**src/rtl/code_lock_core_if.sv**
```systemverilog
// Button/status bundle between the code-lock core and its keypad/LED/display side.
interface code_lock_core_if #(
    parameter int unsigned N_BTN = 4
);
    logic [N_BTN-1:0] button;
    logic             lock_req;
    logic             unlocked;
    logic             lockout;
    logic             busy;
    logic [3:0]       entered;
    logic [3:0]       fail_cnt;
    logic             ok_pulse;
    logic             err_pulse;

    modport master (
        output button, lock_req,
        input  unlocked, lockout, busy, entered, fail_cnt, ok_pulse, err_pulse
    );

    modport slave (
        input  button, lock_req,
        output unlocked, lockout, busy, entered, fail_cnt, ok_pulse, err_pulse
    );
endinterface

```
**src/rtl/code_lock_core.sv**
```systemverilog
// Parametrised code lock: per-button sync/debounce/press detect feeding a code-entry FSM
// with fail counting, lockout, entry timeout and auto-relock.
module code_lock_core #(
    parameter int unsigned N_BTN          = 4,
    parameter int unsigned CODE_LEN       = 4,
    parameter logic [CODE_LEN*((N_BTN > 2) ? $clog2(N_BTN) : 1)-1:0] CODE = 8'h1E,
    parameter int unsigned DEB_CYCLES     = 16,
    parameter int unsigned MAX_FAIL       = 3,
    parameter int unsigned LOCKOUT_CYCLES = 1024,
    parameter int unsigned ENTRY_TIMEOUT  = 4096,
    parameter int unsigned UNLOCK_CYCLES  = 2048
) (
    input  logic             clk,
    input  logic             rstn,
    code_lock_core_if.slave  bus
);
    localparam int unsigned BW   = (N_BTN > 2) ? $clog2(N_BTN) : 1;
    localparam int unsigned CW   = (DEB_CYCLES > 2) ? $clog2(DEB_CYCLES) : 1;
    localparam int unsigned TMAX_A = (ENTRY_TIMEOUT > LOCKOUT_CYCLES) ? ENTRY_TIMEOUT : LOCKOUT_CYCLES;
    localparam int unsigned TMAX   = (TMAX_A > UNLOCK_CYCLES) ? TMAX_A : UNLOCK_CYCLES;
    localparam int unsigned TW     = (TMAX > 2) ? $clog2(TMAX) : 1;

    typedef enum logic [1:0] {S_IDLE, S_ENTRY, S_UNLOCKED, S_LOCKOUT} state_t;

    logic [N_BTN-1:0] sync1, sync2, deb, deb_d, press;
    logic [CW-1:0]    cnt [N_BTN];

    state_t          state;
    logic [TW-1:0]   timer;
    logic [3:0]      entered_q, fail_q;
    logic            mismatch_q, unlocked_q, lockout_q, busy_q, ok_q, err_q;

    logic            any_press_c, multi_c, bad_digit_c, attempt_bad_c;
    logic [BW-1:0]   digit_c, exp_digit_c;
    logic [3:0]      next_cnt_c, next_fail_c;

    // Front end: synchronise, debounce, register the debounced rising edge.
    always_ff @(posedge clk or negedge rstn) begin
        if (!rstn) begin
            sync1 <= '0;
            sync2 <= '0;
            deb   <= '0;
            deb_d <= '0;
            press <= '0;
            for (int i = 0; i < N_BTN; i++) cnt[i] <= '0;
        end else begin
            sync1 <= bus.button;
            sync2 <= sync1;
            deb_d <= deb;
            press <= deb & ~deb_d;
            for (int i = 0; i < N_BTN; i++) begin
                if (sync2[i] == deb[i]) begin
                    cnt[i] <= '0;
                end else if (cnt[i] == CW'(DEB_CYCLES - 1)) begin
                    deb[i] <= ~deb[i];
                    cnt[i] <= '0;
                end else begin
                    cnt[i] <= cnt[i] + 1'b1;
                end
            end
        end
    end

    // Digit decode; simultaneous presses count as one guaranteed-wrong digit.
    always_comb begin
        any_press_c = 1'b0;
        multi_c     = 1'b0;
        digit_c     = '0;
        exp_digit_c = '0;
        for (int i = 0; i < N_BTN; i++) begin
            if (press[i]) begin
                multi_c     = multi_c | any_press_c;
                any_press_c = 1'b1;
                digit_c     = BW'(i);
            end
        end
        for (int i = 0; i < CODE_LEN; i++) begin
            if (entered_q == 4'(i)) exp_digit_c = CODE[i*BW +: BW];
        end
        bad_digit_c   = multi_c || (digit_c != exp_digit_c);
        attempt_bad_c = bad_digit_c || ((state == S_ENTRY) && mismatch_q);
        next_cnt_c    = entered_q + 4'd1;
        next_fail_c   = (fail_q == 4'hF) ? 4'hF : fail_q + 4'd1;
    end

    always_ff @(posedge clk or negedge rstn) begin
        if (!rstn) begin
            state      <= S_IDLE;
            timer      <= '0;
            entered_q  <= '0;
            fail_q     <= '0;
            mismatch_q <= 1'b0;
            unlocked_q <= 1'b0;
            lockout_q  <= 1'b0;
            busy_q     <= 1'b0;
            ok_q       <= 1'b0;
            err_q      <= 1'b0;
        end else begin
            ok_q  <= 1'b0;
            err_q <= 1'b0;
            case (state)
                S_IDLE, S_ENTRY: begin
                    if (any_press_c) begin
                        timer <= '0;
                        if (next_cnt_c == 4'(CODE_LEN)) begin
                            entered_q  <= '0;
                            mismatch_q <= 1'b0;
                            busy_q     <= 1'b0;
                            if (!attempt_bad_c) begin
                                state      <= S_UNLOCKED;
                                unlocked_q <= 1'b1;
                                fail_q     <= '0;
                                ok_q       <= 1'b1;
                            end else begin
                                fail_q <= next_fail_c;
                                err_q  <= 1'b1;
                                if (next_fail_c == 4'(MAX_FAIL)) begin
                                    state     <= S_LOCKOUT;
                                    lockout_q <= 1'b1;
                                end else begin
                                    state <= S_IDLE;
                                end
                            end
                        end else begin
                            state      <= S_ENTRY;
                            busy_q     <= 1'b1;
                            entered_q  <= next_cnt_c;
                            mismatch_q <= attempt_bad_c;
                        end
                    end else if (state == S_ENTRY) begin
                        // Stale entry is dropped silently; the fail count is untouched.
                        if (timer == TW'(ENTRY_TIMEOUT - 1)) begin
                            state      <= S_IDLE;
                            busy_q     <= 1'b0;
                            entered_q  <= '0;
                            mismatch_q <= 1'b0;
                            timer      <= '0;
                        end else begin
                            timer <= timer + 1'b1;
                        end
                    end
                end
                S_UNLOCKED: begin
                    if (bus.lock_req || (timer == TW'(UNLOCK_CYCLES - 1))) begin
                        state      <= S_IDLE;
                        unlocked_q <= 1'b0;
                        timer      <= '0;
                    end else begin
                        timer <= timer + 1'b1;
                    end
                end
                S_LOCKOUT: begin
                    if (timer == TW'(LOCKOUT_CYCLES - 1)) begin
                        state     <= S_IDLE;
                        lockout_q <= 1'b0;
                        fail_q    <= '0;
                        timer     <= '0;
                    end else begin
                        timer <= timer + 1'b1;
                    end
                end
            endcase
        end
    end

    assign bus.unlocked  = unlocked_q;
    assign bus.lockout   = lockout_q;
    assign bus.busy      = busy_q;
    assign bus.entered   = entered_q;
    assign bus.fail_cnt  = fail_q;
    assign bus.ok_pulse  = ok_q;
    assign bus.err_pulse = err_q;
endmodule

```
**src/flat_wrapper.sv**
```systemverilog
// flat-port wrapper written by rule: the top's interface ports become plain ports
module code_lock_core_flat 
#(
    parameter int unsigned N_BTN          = 4,
    parameter int unsigned CODE_LEN       = 4,
    parameter logic [CODE_LEN*((N_BTN > 2) ? $clog2(N_BTN) : 1)-1:0] CODE = 8'h1E,
    parameter int unsigned DEB_CYCLES     = 16,
    parameter int unsigned MAX_FAIL       = 3,
    parameter int unsigned LOCKOUT_CYCLES = 1024,
    parameter int unsigned ENTRY_TIMEOUT  = 4096,
    parameter int unsigned UNLOCK_CYCLES  = 2048
)
  (clk, rstn, bus_button, bus_lock_req, bus_unlocked, bus_lockout, bus_busy, bus_entered, bus_fail_cnt, bus_ok_pulse, bus_err_pulse);
  code_lock_core_if #(.N_BTN(N_BTN)) bus_i ();
  input  logic clk;
  input  logic rstn;
  input wire logic [$bits(bus_i.button)-1:0] bus_button;
  input wire logic [$bits(bus_i.lock_req)-1:0] bus_lock_req;
  output wire logic [$bits(bus_i.unlocked)-1:0] bus_unlocked;
  output wire logic [$bits(bus_i.lockout)-1:0] bus_lockout;
  output wire logic [$bits(bus_i.busy)-1:0] bus_busy;
  output wire logic [$bits(bus_i.entered)-1:0] bus_entered;
  output wire logic [$bits(bus_i.fail_cnt)-1:0] bus_fail_cnt;
  output wire logic [$bits(bus_i.ok_pulse)-1:0] bus_ok_pulse;
  output wire logic [$bits(bus_i.err_pulse)-1:0] bus_err_pulse;
  assign bus_i.button = bus_button;
  assign bus_i.lock_req = bus_lock_req;
  assign bus_unlocked = bus_i.unlocked;
  assign bus_lockout = bus_i.lockout;
  assign bus_busy = bus_i.busy;
  assign bus_entered = bus_i.entered;
  assign bus_fail_cnt = bus_i.fail_cnt;
  assign bus_ok_pulse = bus_i.ok_pulse;
  assign bus_err_pulse = bus_i.err_pulse;
  code_lock_core #(.N_BTN(N_BTN), .CODE_LEN(CODE_LEN), .CODE(CODE), .DEB_CYCLES(DEB_CYCLES), .MAX_FAIL(MAX_FAIL), .LOCKOUT_CYCLES(LOCKOUT_CYCLES), .ENTRY_TIMEOUT(ENTRY_TIMEOUT), .UNLOCK_CYCLES(UNLOCK_CYCLES)) u_core (.clk(clk), .rstn(rstn), .bus(bus_i));
endmodule
```
**config.mk**
```make
export PLATFORM = sky130hd
export DESIGN_NAME = code_lock_core_flat
export DESIGN_NICKNAME = d
export VERILOG_FILES = /design/src/rtl/code_lock_core_if.sv /design/src/rtl/code_lock_core.sv /design/src/flat_wrapper.sv
export SDC_FILE = /design/constraint.sdc
export NUM_CORES = 1
export LEC_CHECK = 0
export CAP_MARGIN = 5
export CELL_PAD_IN_SITES_DETAIL_PLACEMENT = 0
export CELL_PAD_IN_SITES_GLOBAL_PLACEMENT = 1
export CORE_ASPECT_RATIO = 0.8
export CORE_MARGIN = 2
export CORE_UTILIZATION = 53
export DETAILED_ROUTE_END_ITERATION = 12
export DONT_BUFFER_PORTS = 1
export PLACE_DENSITY_LB_ADDON = 0.1
export SETUP_SLACK_MARGIN = 0.02
export SYNTH_ARGS = -nofsm -noshare
export SYNTH_HDL_FRONTEND = slang
export SYNTH_SLANG_ARGS = --single-unit
```
**constraint.sdc**
```tcl
create_clock -name clk -period 3.14 [get_ports clk]
set_input_delay 0.628 -clock clk [delete_from_list [all_inputs] [get_ports clk]]
set_output_delay 0.628 -clock clk [all_outputs]
set_load 0.02 [all_outputs]
```
==> reports/qor.yml <==
synth_warnings: 0
top_regs: "u_core.cnt: 16 flops, u_core.timer: 12 flops"
max_slew_margin_pct: 54.40
cp.arrival_ns: 2.54
place_area_sq_um: 3070
finalWirelength_mm: 5.252
setup.worst_path.class: "reg -> reg"
combPwrFrac_pct: 3.0
drv_slew: 0
htree_levels: 3
fin_skew_ns: 0.006004
power.ir.vdd_worst_mv: 0.3046
worstSetupEndpointType: "register"
postCtsSetupRepairBufs: 0
grt_remaining_overflow: 0
initial_core_util_pct: 55.01
p_clk_share_pct: 44.2
syn2layout_area_growth_pct: 9.904
p_per_area_nw_per_um2: 490.4
seq_area_sq_um: 1602
grt_pass1_wl_mm: 9.080
largest_reg_flops: 16
cp_max_fo: 9
regMostFlops: "u_core.cnt"
grt_pass1_vias: 1864
cts_tree: "done"
grt_max_degree: 65
ys_seq_elements: 64
crit_required_ns: 3.37
cts.path.max_buffers: 2
die_area_sq_um: 6295
synth.top_cells.by_area: "dfrtp_1, ha_1, xnor2_1, nand3_1, inv_1"
syn-instance-count: 275
synthArstFlopShare_pct: 100.0
fin_area_sq_um: 3304
dp_hpwl_mm: 3.589
period_minus_slack_ns: 2.316
die_y_um: 71.37
fillers: 458
status: "finished, final reports clean"
io_pins: 20
synth.avg_cell_area_sq_um: 10.93
detail-route-antenna-nets: 0
synth.top_cell.area_share_pct: 53.27
final_hold_viol_count: 0
finalPower_mw: 1.621
antenna_found_initial: 0
clk_transition_reported_paths_ns: 0.07
wl_per_cell_um: 14.35
vias_per_cell: 5.399
p_sw_share_pct: 21.71
die_x_um: 88.21
hold_path_class: "in -> async"
clk_latency_ns: 0.34
synth.most_common_cell: "dfrtp_1"
p_sw_uw: 351.9
diodes: 0
setup-tns-final_ns: 0
ys.flop_type: "dfrtp_1"
hold-worst-slack_ns: 0.1502
rr_worst_depth: 7
setup_viol: 0
rsz0062_at_grt: "false"
gp_congestion: 0.8037
drive_gt1_share_pct: 12.15
synth_top_area_cell: "dfrtp_1"
nets: 301
synth_area_sq_um: 3007
rows: 24
internal_power_mw: 1.269
track_usage_pct: 19.12
synth_edf_count: 0
worstSetupStartpointType: "register"
cts.sinks: 64
ys_types: 52
fmax_mhz: 431.8
power.leakage_nw: 1.435
r2r_start: "u_core.bus.entered[1]$_DFFE_PN0P_"
dr.pass1.iters: 4
worstReg2RegEnd: "u_core.bus.unlocked$_DFFE_PN0P_"
dr_total_vias: 1976
syn_nets: 293
cts_buffers: 9
worstMarginPinSlew_ns: 0.6811
coreArea_sq_um: 5465
clockRootBuffer: "clkbuf_8"
multi_input_area_sq_um: 1296
drc_errors: 0
reg2reg_slack_ns: 0.82
synth_commonest_cells: "dfrtp_1, inv_1, nor2_1, nand3_1"
yosysSeqAreaShare_pct: 53.27
drtIter0Drc: 120
io_buffers: 0
maxCapViolations: 0
post-route-period-util_pct: 73.75
p_seq_share_pct: 52.9
power by group through the flow:
stage / clock, mW / combinational [mW] / sequential [mW]
after CTS: 0.745 / 0.0501 / 0.856
after global placement: 0 / 0.0293 / 0.872
final: 0.715 / 0.0479 / 0.857
after floorplan: 0 / 0.0258 / 0.869
after detailed placement: 0 / 0.0293 / 0.872
after global routing: 0.780 / 0.0592 / 0.859
area by class of cell:
type	count	share of cell area (%)
Timing Repair Buffer	1	0.8330
Sequential cell	64	48.47
Inverter	20	2.272
Tap cell	78	2.953
Clock buffer	11	4.582
Clock inverter	5	1.666
Multi-Input combinational cell	187	39.23
metal layers:
| layer | vias to the layer above | routed length, um | track usage, % |
|---|---|---|---|
| met2 | 32 | 2111 | 24.31 |
| met4 | 0 | 60 | 6.566 |
| met3 | 5 | 241 | 7.719 |
| li1 | 984 | - | - |
| met5 | - | 0 | 0 |
| met1 | 955 | 2838 | 29.41 |
per-stage QoR:
stage	cells	util, %	worst slack [ns]
detailed placement	349	56.18	0.8686
CTS	366	60.46	0.8451
global route	366	60.46	0.5574
floorplan	275	-	1.088
global placement	349	56.18	0.9475
finish	366	60.46	0.8243
cells in the final DEF (no fill, tap or decap), types with 2 or more instances in the layout:
master	n
xnor2_1	14
o21ai_1	2
nand4b_1	4
nand3b_1	2
nand4_1	3
nand3_1	16
nor2b_1	8
a21o_1	5
a21boi_0	2
o31a_1	2
a21oi_1	14
nor4_2	2
nand2_1	12
nand2b_1	3
a31oi_1	3
ha_1	11
nor3b_1	5
clkbuf_8	11
and3b_1	2
xor2_1	5
mux2_2	4
clkinv_2	2
inv_1	20
o21ba_2	2
nor2_1	20
dfrtp_1	64
clkinvlp_4	2
nor2_2	2
nor3_1	11
o21ai_0	11
worst max-delay path by stage:
stage	start	depth (start not counted)	end	slack [ns]
finish	u_core.bus.entered[1]$_DFFE_PN0P_	7	u_core.bus.unlocked$_DFFE_PN0P_	0.82
global placement	u_core.bus.entered[1]$_DFFE_PN0P_	7	u_core.bus.fail_cnt[1]$_DFFE_PN0P_	0.95
CTS	u_core.bus.entered[0]$_DFFE_PN0P_	7	u_core.bus.unlocked$_DFFE_PN0P_	0.85
floorplan	u_core.bus.entered[0]$_DFFE_PN0P_	6	u_core.bus.fail_cnt[3]$_DFFE_PN0P_	1.09
global route	u_core.bus.entered[0]$_DFFE_PN0P_	7	u_core.bus.unlocked$_DFFE_PN0P_	0.56
detailed placement	u_core.bus.entered[1]$_DFFE_PN0P_	7	u_core.bus.fail_cnt[1]$_DFFE_PN0P_	0.87
timing repair:
| item | 4_1_cts | 5_1_grt |
|---|---|---|
| endpoints found under the setup margin | 0 | 0 |
| hold endpoints to repair | 64 | 0 |
| hold buffers | 1 | 0 |
| resized for setup | 0 | 0 |
cells by family after synthesis:
| family | Yosys count | share of synthesized area (%) |
|---|---|---|
| flops | 64 | 53.27 |
| compound gates | 54 | 12.82 |
| buf+inv | 24 | 3.620 |
| fa+ha+maj | 11 | 4.578 |
| mux | 4 | 1.498 |
| simple gates | 99 | 18.69 |
| xor+xnor | 19 | 5.535 |
worst max-delay path, stage by stage (launching register included):
cell and delay, ns:
dfrtp_1 0.60, inv_1 0.12, ha_1 0.22, nor4b_1 0.14, o21a_1 0.19, o211ai_1 0.55
nor3_1 0.19, a21o_1 0.19
(Power assumes the default switching activity.)
